<file path="config.mk">
export PLATFORM = sky130hd
export DESIGN_NAME = shift_unit
export DESIGN_NICKNAME = d
export VERILOG_FILES = /design/src/rtl/p_common.sv /design/src/rtl/shift_unit_level.sv /design/src/rtl/shift_unit.sv
export SDC_FILE = /design/constraint.sdc
export NUM_CORES = 1
export LEC_CHECK = 0
export BUFFER_PORTS_ARGS = -buffer_cell sky130_fd_sc_hd__buf_2
export CORE_UTILIZATION = 52
export CTS_CLUSTER_DIAMETER = 50
export DETAILED_ROUTE_END_ITERATION = 16
export PLACE_DENSITY_LB_ADDON = 0.3
export SYNTH_ARGS = -nofsm -noshare
export SYNTH_HDL_FRONTEND = slang
export SYNTH_HIERARCHICAL = 1
export SYNTH_SLANG_ARGS = --single-unit
</file>
<file path="constraint.sdc">
create_clock -name clk -period 3.9 [get_ports clk]
set_clock_uncertainty 0.1 [all_clocks]
set_input_delay 0.78 -clock clk [delete_from_list [all_inputs] [get_ports clk]]
set_output_delay 0.78 -clock clk [all_outputs]
set_load 0.03 [all_outputs]
</file>
<file path="src/rtl/p_common.sv">
// p_common: shared execute-stage types for the shift unit.
// Shift encodings, request bundle and stage-split helpers.
package p_common;

  typedef enum logic [2:0] {
    SHIFT_SHL     = 3'd0,
    SHIFT_SHR     = 3'd1,
    SHIFT_ASL     = 3'd2,
    SHIFT_ASR     = 3'd3,
    SHIFT_ROL     = 3'd4,
    SHIFT_ROR     = 3'd5,
    SHIFT_INVALID = 3'd6
  } e_shift_type;

  localparam int SHIFT_TAG_W = 5;
  // Sized for the widest supported datapath (64 bits).
  localparam int SHIFT_AMT_W = 6;

  typedef struct packed {
    e_shift_type            op;
    logic [SHIFT_AMT_W-1:0] amount;
    logic [SHIFT_TAG_W-1:0] tag;
  } s_shift_req;

  function automatic logic shift_illegal(logic [2:0] op);
    return (op == SHIFT_INVALID) || (op == 3'b111);
  endfunction

  // Earlier stages take the extra barrel level.
  function automatic int level_first(int s, int levels, int stages);
    int base;
    int extra;
    base  = levels / stages;
    extra = levels % stages;
    return s * base + ((s < extra) ? s : extra);
  endfunction

  function automatic int level_stage(int k, int levels, int stages);
    int st;
    st = 0;
    for (int s = 0; s < stages; s++)
      if (level_first(s, levels, stages) <= k) st = s;
    return st;
  endfunction

endpackage

</file>
<file path="src/rtl/shift_unit_level.sv">
// shift_level: one combinational barrel level at distance DIST.
// Carry tracking only exists with SHIFT_UNIT_CARRY_EN.
module shift_level
  import p_common::*;
#(
  parameter int WIDTH = 32,
  parameter int DIST  = 1
) (
  input  logic [2:0]       op,
  input  logic             apply,
  input  logic             sign,
  input  logic [WIDTH-1:0] data,
  input  logic             ovf,
`ifdef SHIFT_UNIT_CARRY_EN
  input  logic             carry,
  output logic             carry_next,
`endif
  output logic [WIDTH-1:0] shifted,
  output logic             ovf_next
);

  logic [WIDTH-1:0] moved;
  logic             fill;
  logic             lost;

  always_comb begin
    fill  = (op == SHIFT_ASR) & data[WIDTH-1];
    moved = data;
    unique case (op)
      SHIFT_SHL, SHIFT_ASL:
        moved = data << DIST;
      SHIFT_SHR, SHIFT_ASR:
        moved = {{DIST{fill}}, data[WIDTH-1:DIST]};
      SHIFT_ROL:
        moved = {data[WIDTH-1-DIST:0],
                 data[WIDTH-1:WIDTH-DIST]};
      SHIFT_ROR:
        moved = {data[DIST-1:0], data[WIDTH-1:DIST]};
      default:
        moved = data;
    endcase
    // Any departed bit or the new sign must match the original sign.
    lost = (|(data[WIDTH-1:WIDTH-DIST] ^ {DIST{sign}}))
         | (data[WIDTH-1-DIST] ^ sign);
    shifted  = apply ? moved : data;
    ovf_next = ovf | (apply & (op == SHIFT_ASL) & lost);
  end

`ifdef SHIFT_UNIT_CARRY_EN
  logic left;

  always_comb begin
    left = (op == SHIFT_SHL) || (op == SHIFT_ASL)
        || (op == SHIFT_ROL);
    if (!apply)    carry_next = carry;
    else if (left) carry_next = data[WIDTH-DIST];
    else           carry_next = data[DIST-1];
  end
`endif

endmodule

</file>
<file path="src/rtl/shift_unit.sv">
// shift_unit: pipelined barrel shift/rotate, valid/ready handshake.
// Define SHIFT_UNIT_CARRY_EN to add out_carry.
module shift_unit
  import p_common::*;
#(
  parameter int WIDTH  = 32,
  parameter int STAGES = 2,
  parameter int AMT_W  = $clog2(WIDTH)
) (
  input  logic                   clk,
  input  logic                   rst,
  input  logic                   in_valid,
  output logic                   in_ready,
  input  logic [2:0]             in_op,
  input  logic [AMT_W-1:0]       in_amount,
  input  logic [WIDTH-1:0]       in_data,
  input  logic [SHIFT_TAG_W-1:0] in_tag,
  input  logic                   flush,
  output logic                   out_valid,
  input  logic                   out_ready,
  output logic [WIDTH-1:0]       out_data,
  output logic [SHIFT_TAG_W-1:0] out_tag,
  output logic                   out_ovf,
  output logic                   out_err
`ifdef SHIFT_UNIT_CARRY_EN
  ,
  output logic                   out_carry
`endif
);

  localparam int LEVELS = $clog2(WIDTH);

  logic             adv      [STAGES+1];
  logic             st_valid [STAGES];
  logic [WIDTH-1:0] st_data  [STAGES];
  s_shift_req       st_req   [STAGES];
  logic             st_sign  [STAGES];
  logic             st_ovf   [STAGES];
  logic             st_err   [STAGES];

  logic             src_valid [STAGES];
  logic [WIDTH-1:0] src_data  [STAGES];
  s_shift_req       src_req   [STAGES];
  logic             src_sign  [STAGES];
  logic             src_ovf   [STAGES];
  logic             src_err   [STAGES];

  logic [WIDTH-1:0] lv_data [LEVELS];
  logic             lv_ovf  [LEVELS];

`ifdef SHIFT_UNIT_CARRY_EN
  logic st_carry  [STAGES];
  logic src_carry [STAGES];
  logic lv_carry  [LEVELS];
`endif

  // Stall propagates back from the consumer; bubbles collapse.
  always_comb begin
    adv[STAGES] = out_ready;
    for (int s = STAGES - 1; s >= 0; s--)
      adv[s] = !st_valid[s] || adv[s+1];
  end

  assign in_ready = adv[0];

  for (genvar k = 0; k < LEVELS; k++) begin : g_lvl
    localparam int S =
      level_stage(k, LEVELS, STAGES);
    localparam bit HEAD =
      (level_first(S, LEVELS, STAGES) == k);

    logic [WIDTH-1:0] d;
    logic             o;
`ifdef SHIFT_UNIT_CARRY_EN
    logic             c;
`endif

    if (HEAD) begin : g_head
      assign d = src_data[S];
      assign o = src_ovf[S];
`ifdef SHIFT_UNIT_CARRY_EN
      assign c = src_carry[S];
`endif
    end else begin : g_chain
      assign d = lv_data[k-1];
      assign o = lv_ovf[k-1];
`ifdef SHIFT_UNIT_CARRY_EN
      assign c = lv_carry[k-1];
`endif
    end

    shift_level #(
      .WIDTH (WIDTH),
      .DIST  (1 << k)
    ) u_level (
      .op         (src_req[S].op),
      .apply      (src_req[S].amount[k]),
      .sign       (src_sign[S]),
      .data       (d),
      .ovf        (o),
`ifdef SHIFT_UNIT_CARRY_EN
      .carry      (c),
      .carry_next (lv_carry[k]),
`endif
      .shifted    (lv_data[k]),
      .ovf_next   (lv_ovf[k])
    );
  end

  for (genvar s = 0; s < STAGES; s++) begin : g_stage
    localparam int LAST =
      level_first(s + 1, LEVELS, STAGES) - 1;

    if (s == 0) begin : g_src_in
      logic bad_op;
      assign bad_op       = shift_illegal(in_op);
      assign src_valid[0] = in_valid;
      assign src_err[0]   = bad_op;
      assign src_req[0]   = '{
        op:     bad_op ? SHIFT_INVALID
                       : e_shift_type'(in_op),
        amount: SHIFT_AMT_W'(in_amount),
        tag:    in_tag
      };
      // Illegal ops shift zero, so data, ovf and carry stay 0.
      assign src_data[0]  = bad_op ? '0 : in_data;
      assign src_sign[0]  = in_data[WIDTH-1];
      assign src_ovf[0]   = 1'b0;
`ifdef SHIFT_UNIT_CARRY_EN
      assign src_carry[0] = 1'b0;
`endif
    end else begin : g_src_reg
      assign src_valid[s] = st_valid[s-1];
      assign src_err[s]   = st_err[s-1];
      assign src_req[s]   = st_req[s-1];
      assign src_data[s]  = st_data[s-1];
      assign src_sign[s]  = st_sign[s-1];
      assign src_ovf[s]   = st_ovf[s-1];
`ifdef SHIFT_UNIT_CARRY_EN
      assign src_carry[s] = st_carry[s-1];
`endif
    end

    always_ff @(posedge clk or posedge rst) begin
      if (rst) begin
        st_valid[s] <= 1'b0;
        st_data[s]  <= '0;
        st_req[s]   <= '0;
        st_sign[s]  <= 1'b0;
        st_ovf[s]   <= 1'b0;
        st_err[s]   <= 1'b0;
`ifdef SHIFT_UNIT_CARRY_EN
        st_carry[s] <= 1'b0;
`endif
      end else begin
        if (flush)
          st_valid[s] <= 1'b0;
        else if (adv[s])
          st_valid[s] <= src_valid[s];
        if (adv[s] && src_valid[s]) begin
          st_data[s]  <= lv_data[LAST];
          st_req[s]   <= src_req[s];
          st_sign[s]  <= src_sign[s];
          st_ovf[s]   <= lv_ovf[LAST];
          st_err[s]   <= src_err[s];
`ifdef SHIFT_UNIT_CARRY_EN
          st_carry[s] <= lv_carry[LAST];
`endif
        end
      end
    end
  end

  assign out_valid = st_valid[STAGES-1];
  assign out_data  = st_data[STAGES-1];
  assign out_tag   = st_req[STAGES-1].tag;
  assign out_ovf   = st_ovf[STAGES-1];
  assign out_err   = st_err[STAGES-1];
`ifdef SHIFT_UNIT_CARRY_EN
  assign out_carry = st_carry[STAGES-1];
`endif

endmodule

</file>
==> results.json, run 1 <==
{
  "area_growth_pct": 9.60,
  "grt_pass1_vias": 5708,
  "wl_per_cell_um": 16.6,
  "drcViolationCount": 0,
  "yosysMostFrequentCell": "nor2_1",
  "timing.setup.tns_ps": 0,
  "num-nets-final": 976,
  "layout-drive-gt1-share_pct": 24.3,
  "cts-hold-fix-buffers": 0,
  "rsz0062_at_grt": "no",
  "die_w_um": 122,
  "drt_pass1_iterations": 5,
  "synthTopCellsByArea": "dfrtp_1 (29%), a21oi_1 (7.6%), nor2_1 (6.9%)",
  "avgSynthCellArea_um2": 8.52,
  "synth_edf_count": 0,
  "cts_resized": 0,
  "synth_top_cells_by_count": "nor2_1 (137), a21oi_1 (113), dfrtp_1 (86)",
  "holdWs_ps": 305,
  "cts_setup_buffers": 0,
  "cellPowerDensity_nw_per_um2": 498,
  "async_flop_share_pct": 100,
  "synth_simple_gate_area_share_pct": 20.8,
  "crit_path_start_kind": "input pin",
  "vias_per_cell": 6.05,
  "h-tree-depth": 3,
  "grt_max_degree": 61,
  "start_util_pct": 53.4,
  "core_um2": 13900,
  "core.rowCount": 43,
  "cts_sinks": 86,
  "ys_seq_elements": 86,
  "cellLeakagePower_nw": 3.50,
  "synth_top_cell_area_share_pct": 28.9,
  "max_freq_mhz": 313,
  "synth_xor_area_share_pct": 0,
  "worstPathArrival_ps": 3320,
  "synth_fa_ha_area_share_pct": 0,
  "synth_compound_area_share_pct": 23.0,
  "clk_pin_slew_worst_paths_ps": 60,
  "fin_ws_ps": 701,
  "die_h_um": 122,
  "instances_no_fill": 1111,
  "yosysTopAreaCell": "dfrtp_1",
  "cap_viol_max_count": 0,
  "grtUsageTotal_pct": 25.2,
  "ys.flop_type": "dfrtp_1",
  "clock_path_buffers": 2,
  "vias": 6719,
  "status": "complete, no violations",
  "root_buffer": "clkbuf_16",
  "place_inst": 1095,
  "ys_warn_count": 6,
  "critPathMaxFanout": 55,
  "syn-instance-count": 874,
  "worstSkewPairLatency_ps": 340,
  "worstSetupPathType": "in -> reg",
  "cts_made_buffers": 9,
  "p_total_mw": 4.06,
  "tritoncts": "built",
  "portBuffers": 90,
  "ant_nets": 0,
  "period_share_pct": 82.0,
  "setup_viol": 0,
  "synth_top_family_by_area": "compound AO/OA/AOI/OAI gates",
  "wl_mm": 18.4,
  "preCtsSetupSlack_ps": 357,
  "slew_violations": 0,
  "synth_seq_area_share_pct": 28.9,
  "required_ps": 4020,
  "drt_iter0_drc": 663,
  "max_slew_margin_pct": 33.8,
  "die_area_um2": 14800,
  "grt-ovfl-total": 0,
  "antenna_cells": 0,
  "hold_class": "in -> async",
  "period_minus_slack_ps": 3200,
  "gp_congestion": 0.859,
  "ios": 91,
  "worst_pin_slew_ps": 990,
  "hold_violations": 0,
  "synth_cell_type_count": 59,
  "synth_mux_area_share_pct": 19.5,
  "place.detailed.hpwl_mm": 13.4,
  "grt_pass1_wl_mm": 29.6,
  "antenna_found_initial": 0,
  "syn_area_um2": 7440,
  "irDropWorstVdd_uv": 375,
  "critPathCaptureType": "flop",
  "synth_nets": 924
}
-- flip-flops by register name (all words and copies together), names as in the netlist, 5 cells and up --
signal and cells:
g_lvl.d 32, out_data 32, out_tag 5, src_req 10
-- report_power, final --
part | switching, mW | internal [mW]
logic | 1.10 | 0.687
registers | 0.205 | 1.13
clock network | 0.340 | 0.595
total | 1.65 | 2.41
-- path summary, 6_finish.rpt --
check                           start        endpoint  slack (ps)  depth (start not counted)
min reg2reg                src_req[4]      src_req[4]         390                          1
max                          in_op[1]      g_lvl[3].o         700                         13
max reg2reg                src_req[8]         out_ovf         880                          8
min in group clk           src_req[4]      src_req[4]         390                          1
min                               rst      out_tag[2]         310                          2
max in group asynchronous         rst  g_lvl[3].d[22]        2620                          3
-- worst max-delay path: stages --
cell      delay (ps)
buf_2             90
buf_4            320
a21boi_4         170
buf_12           230
nor2_1           140
a21oi_2           60
nand2_1           80
a21oi_1           60
a22o_1           270
or4_1            540
nor3_1           180
o31ai_1          100
mux2_1           270
-- area by class of cell --
type	count	area [um2]
Multi-Input combinational cell	707	4740
Sequential cell	86	2150
Clock buffer	11	253
Timing Repair Buffer	113	673
Fill cell	1279	5780
Tap cell	180	225
Inverter	9	35.0
Clock inverter	5	81.3
-- metrics by stage --
step	utilization [%]	cell area, um2
final	58.5	8160
after global routing	58.5	8160
after CTS	58.5	8160
after detailed placement	56.1	7820
after global placement	56.1	7820
after floorplan	-	7440
-- routing by layer --
layer	share of wire, %	vias up	track usage [%]
met2	46	254	38.2
met5	0	-	0
met3	6.6	23	4.45
met1	46	3194	37.3
met4	1.2	0	5.02
li1	-	3248	-
-- cells by family (layout without fill, tap and decap cells) --
group / count (synthesis) / count (layout)
mux: 131 / 131
compound gates: 250 / 250
other cells: 1 / 1
buf+inv: 81 / 138
simple gates: 325 / 325
flops: 86 / 86
-- placed cells by master (no fill, tap or decap), drive strengths merged, types with 3 or more instances in the layout --
cell / instances
o32a: 11
a21o: 3
inv: 8
and3: 3
a21boi: 6
mux2: 83
a31oi: 3
nand3: 30
nand4: 8
dfrtp: 86
and2: 45
or4: 3
nor2: 138
o21ai: 7
a21oi: 145
a32oi: 4
mux2i: 48
nand2b: 13
clkinv: 3
buf: 113
nand2: 63
nor3: 7
nor4: 6
a22oi: 61
clkbuf: 11
Note: power is estimated with default switching activity, not from simulation.
==> run 2: changes to the inputs <==
==> constraint.sdc (replaced) <==
create_clock -name clk -period 2.6 [get_ports clk]
set_clock_uncertainty 0.1 [all_clocks]
set_input_delay 0.52 -clock clk [delete_from_list [all_inputs] [get_ports clk]]
set_output_delay 0.52 -clock clk [all_outputs]
set_load 0.03 [all_outputs]
==> results.json, run 2 (synthesis results as in run 1) <==
{
  "status": "finished with violations",
  "violations": "setup timing",
  "grt-ovfl-total": 0,
  "place.detailed.hpwl_mm": 14.5,
  "hold_violations": 0,
  "layout-drive-gt1-share_pct": 36.7,
  "required_ps": 2720,
  "portBuffers": 90,
  "antenna_found_initial": 0,
  "worstPathArrival_ps": 2750,
  "layout_common_cells": "nor2_1 (136), buf_4 (108), a21oi_1 (94)",
  "setup_viol": 1,
  "rsz0062_at_grt": "yes",
  "wl_per_cell_um": 17.1,
  "clock_path_buffers": 2,
  "antenna_cells": 0,
  "tritoncts": "built",
  "fin_ws_ps": -32.1,
  "grt_pass1_vias": 6342,
  "die_w_um": 122,
  "period_share_pct": 101,
  "cts_sinks": 86,
  "irDropWorstVdd_uv": 387,
  "worst_pin_slew_ps": 852,
  "grt_max_degree": 87,
  "drt_iter0_drc": 878,
  "switching_share_pct": 40.2,
  "drcViolationCount": 0,
  "worstSkewPairLatency_ps": 340,
  "cts_made_buffers": 9,
  "pwr-share-comb_pct": 48.8,
  "drt_pass1_iterations": 5,
  "p_switching_mw": 2.61,
  "root_buffer": "clkbuf_16",
  "cellPowerDensity_nw_per_um2": 692,
  "timing.setup.tns_ps": -32.1,
  "cellLeakagePower_nw": 4.12,
  "final_common_cell": "nor2_1",
  "worstSetupPathType": "reg -> reg",
  "vias": 7312,
  "vias_per_cell": 6.00,
  "core.rowCount": 43,
  "wl_mm": 20.8,
  "place_inst": 1184,
  "period_minus_slack_ps": 2630,
  "instances_no_fill": 1218,
  "hold_class": "in -> async",
  "r2r_slack_ps": -30,
  "die_area_um2": 14800,
  "cts-hold-fix-buffers": 0,
  "crit_path_start_kind": "flop",
  "slew_violations": 0,
  "start_util_pct": 53.4,
  "clk_pin_slew_worst_paths_ps": 60,
  "num-nets-final": 1084,
  "area_growth_pct": 26.2,
  "h-tree-depth": 3,
  "gp_congestion": 0.923,
  "grt_pass1_wl_mm": 32.1,
  "grtUsageTotal_pct": 27.3,
  "critPathMaxFanout": 12,
  "ios": 91,
  "ant_nets": 0,
  "max_freq_mhz": 380,
  "p_int_mw": 3.89,
  "core_um2": 13900,
  "die_h_um": 122,
  "max_slew_margin_pct": 42.1,
  "seqPwrFrac_pct": 30.6,
  "critPathCaptureType": "flop",
  "clockPowerShare_pct": 20.6,
  "cap_viol_max_count": 0
}
[run 2: changes by cell type in the layout (fill, tap and decap cells not counted), moves of 6 or more]
cell	change
buf_4	+89
a21oi_1	-19
a21oi_2	+19
a22oi_1	-10
a22oi_2	+10
buf_12	+7
mux2i_1	-6
[run 2: layout make-up]
type	instances	area, um2
inverter	9	37.5
sequential	86	2150
clock buffer	11	233
timing repair buffer	220	1700
multi-input combinational	708	4970
fill	1128	4540
clock inverter	4	72.6
tap	180	225
[run 2: per-layer routing]
| metal | routed length [um] | GRT usage, % | vias up | part of all wire (%) |
|---|---|---|---|---|
| met1 | 9560 | 38.8 | 3537 | 46 |
| met5 | 0 | 0 | - | 0 |
| met3 | 1240 | 4.21 | 30 | 5.9 |
| li1 | - | - | 3470 | - |
| met4 | 272 | 5.94 | 0 | 1.3 |
| met2 | 9780 | 43.5 | 275 | 47 |
[run 2: critical path, stage by stage, from the launching register on]
cell,delay (ps)
dfrtp_2,450
buf_4,170
clkbuf_16,170
nand2b_1,150
a21oi_1,250
o32a_1,250
nand4_1,150
nor3_1,190
o22ai_1,140
a41o_1,230
mux2_2,250
[run 2: final timing paths]
check                                to  cells past startpoint        start
min in group clk           src_valid[0]                      2        flush
max in group asynchronous   src_req[11]                      3          rst
hold / removal               src_req[2]                      3          rst
hold reg to reg              src_req[4]                      1   src_req[4]
setup / recovery                out_ovf                     10  src_req[11]
setup reg to reg                out_ovf                     10  src_req[11]
[run 2: through the flow]
stage	hold slack, ps	util, %	setup slack (ps)	area [um2]	power [mW]
global route	234	67.4	-79.5	9390	6.87
finish	216	67.4	-32.1	9390	6.50
global placement	373	61.8	-438	8620	4.91
detailed placement	377	61.8	-467	8620	4.98
floorplan	360	-	-374	7520	4.02
CTS	233	65.0	-0.672	9050	6.37
[run 2: timing repair]
item | in CTS | in global routing
setup buffers | 8 | 6
cloned | 1 | 4
setup endpoints to repair | 12 | 35
pin swaps | 15 | 25
gates resized for setup | 19 | 44
[run 2: power by group through the flow]
stage                     sequential, mW  combinational, mW  clock, mW
final                               1.99               3.17       1.34
after detailed placement            2.01               2.98          0
after global placement              1.99               2.93          0
after global routing                2.04               3.41       1.42
after CTS                           1.99               3.03       1.35
after floorplan                     2.42               1.61          0
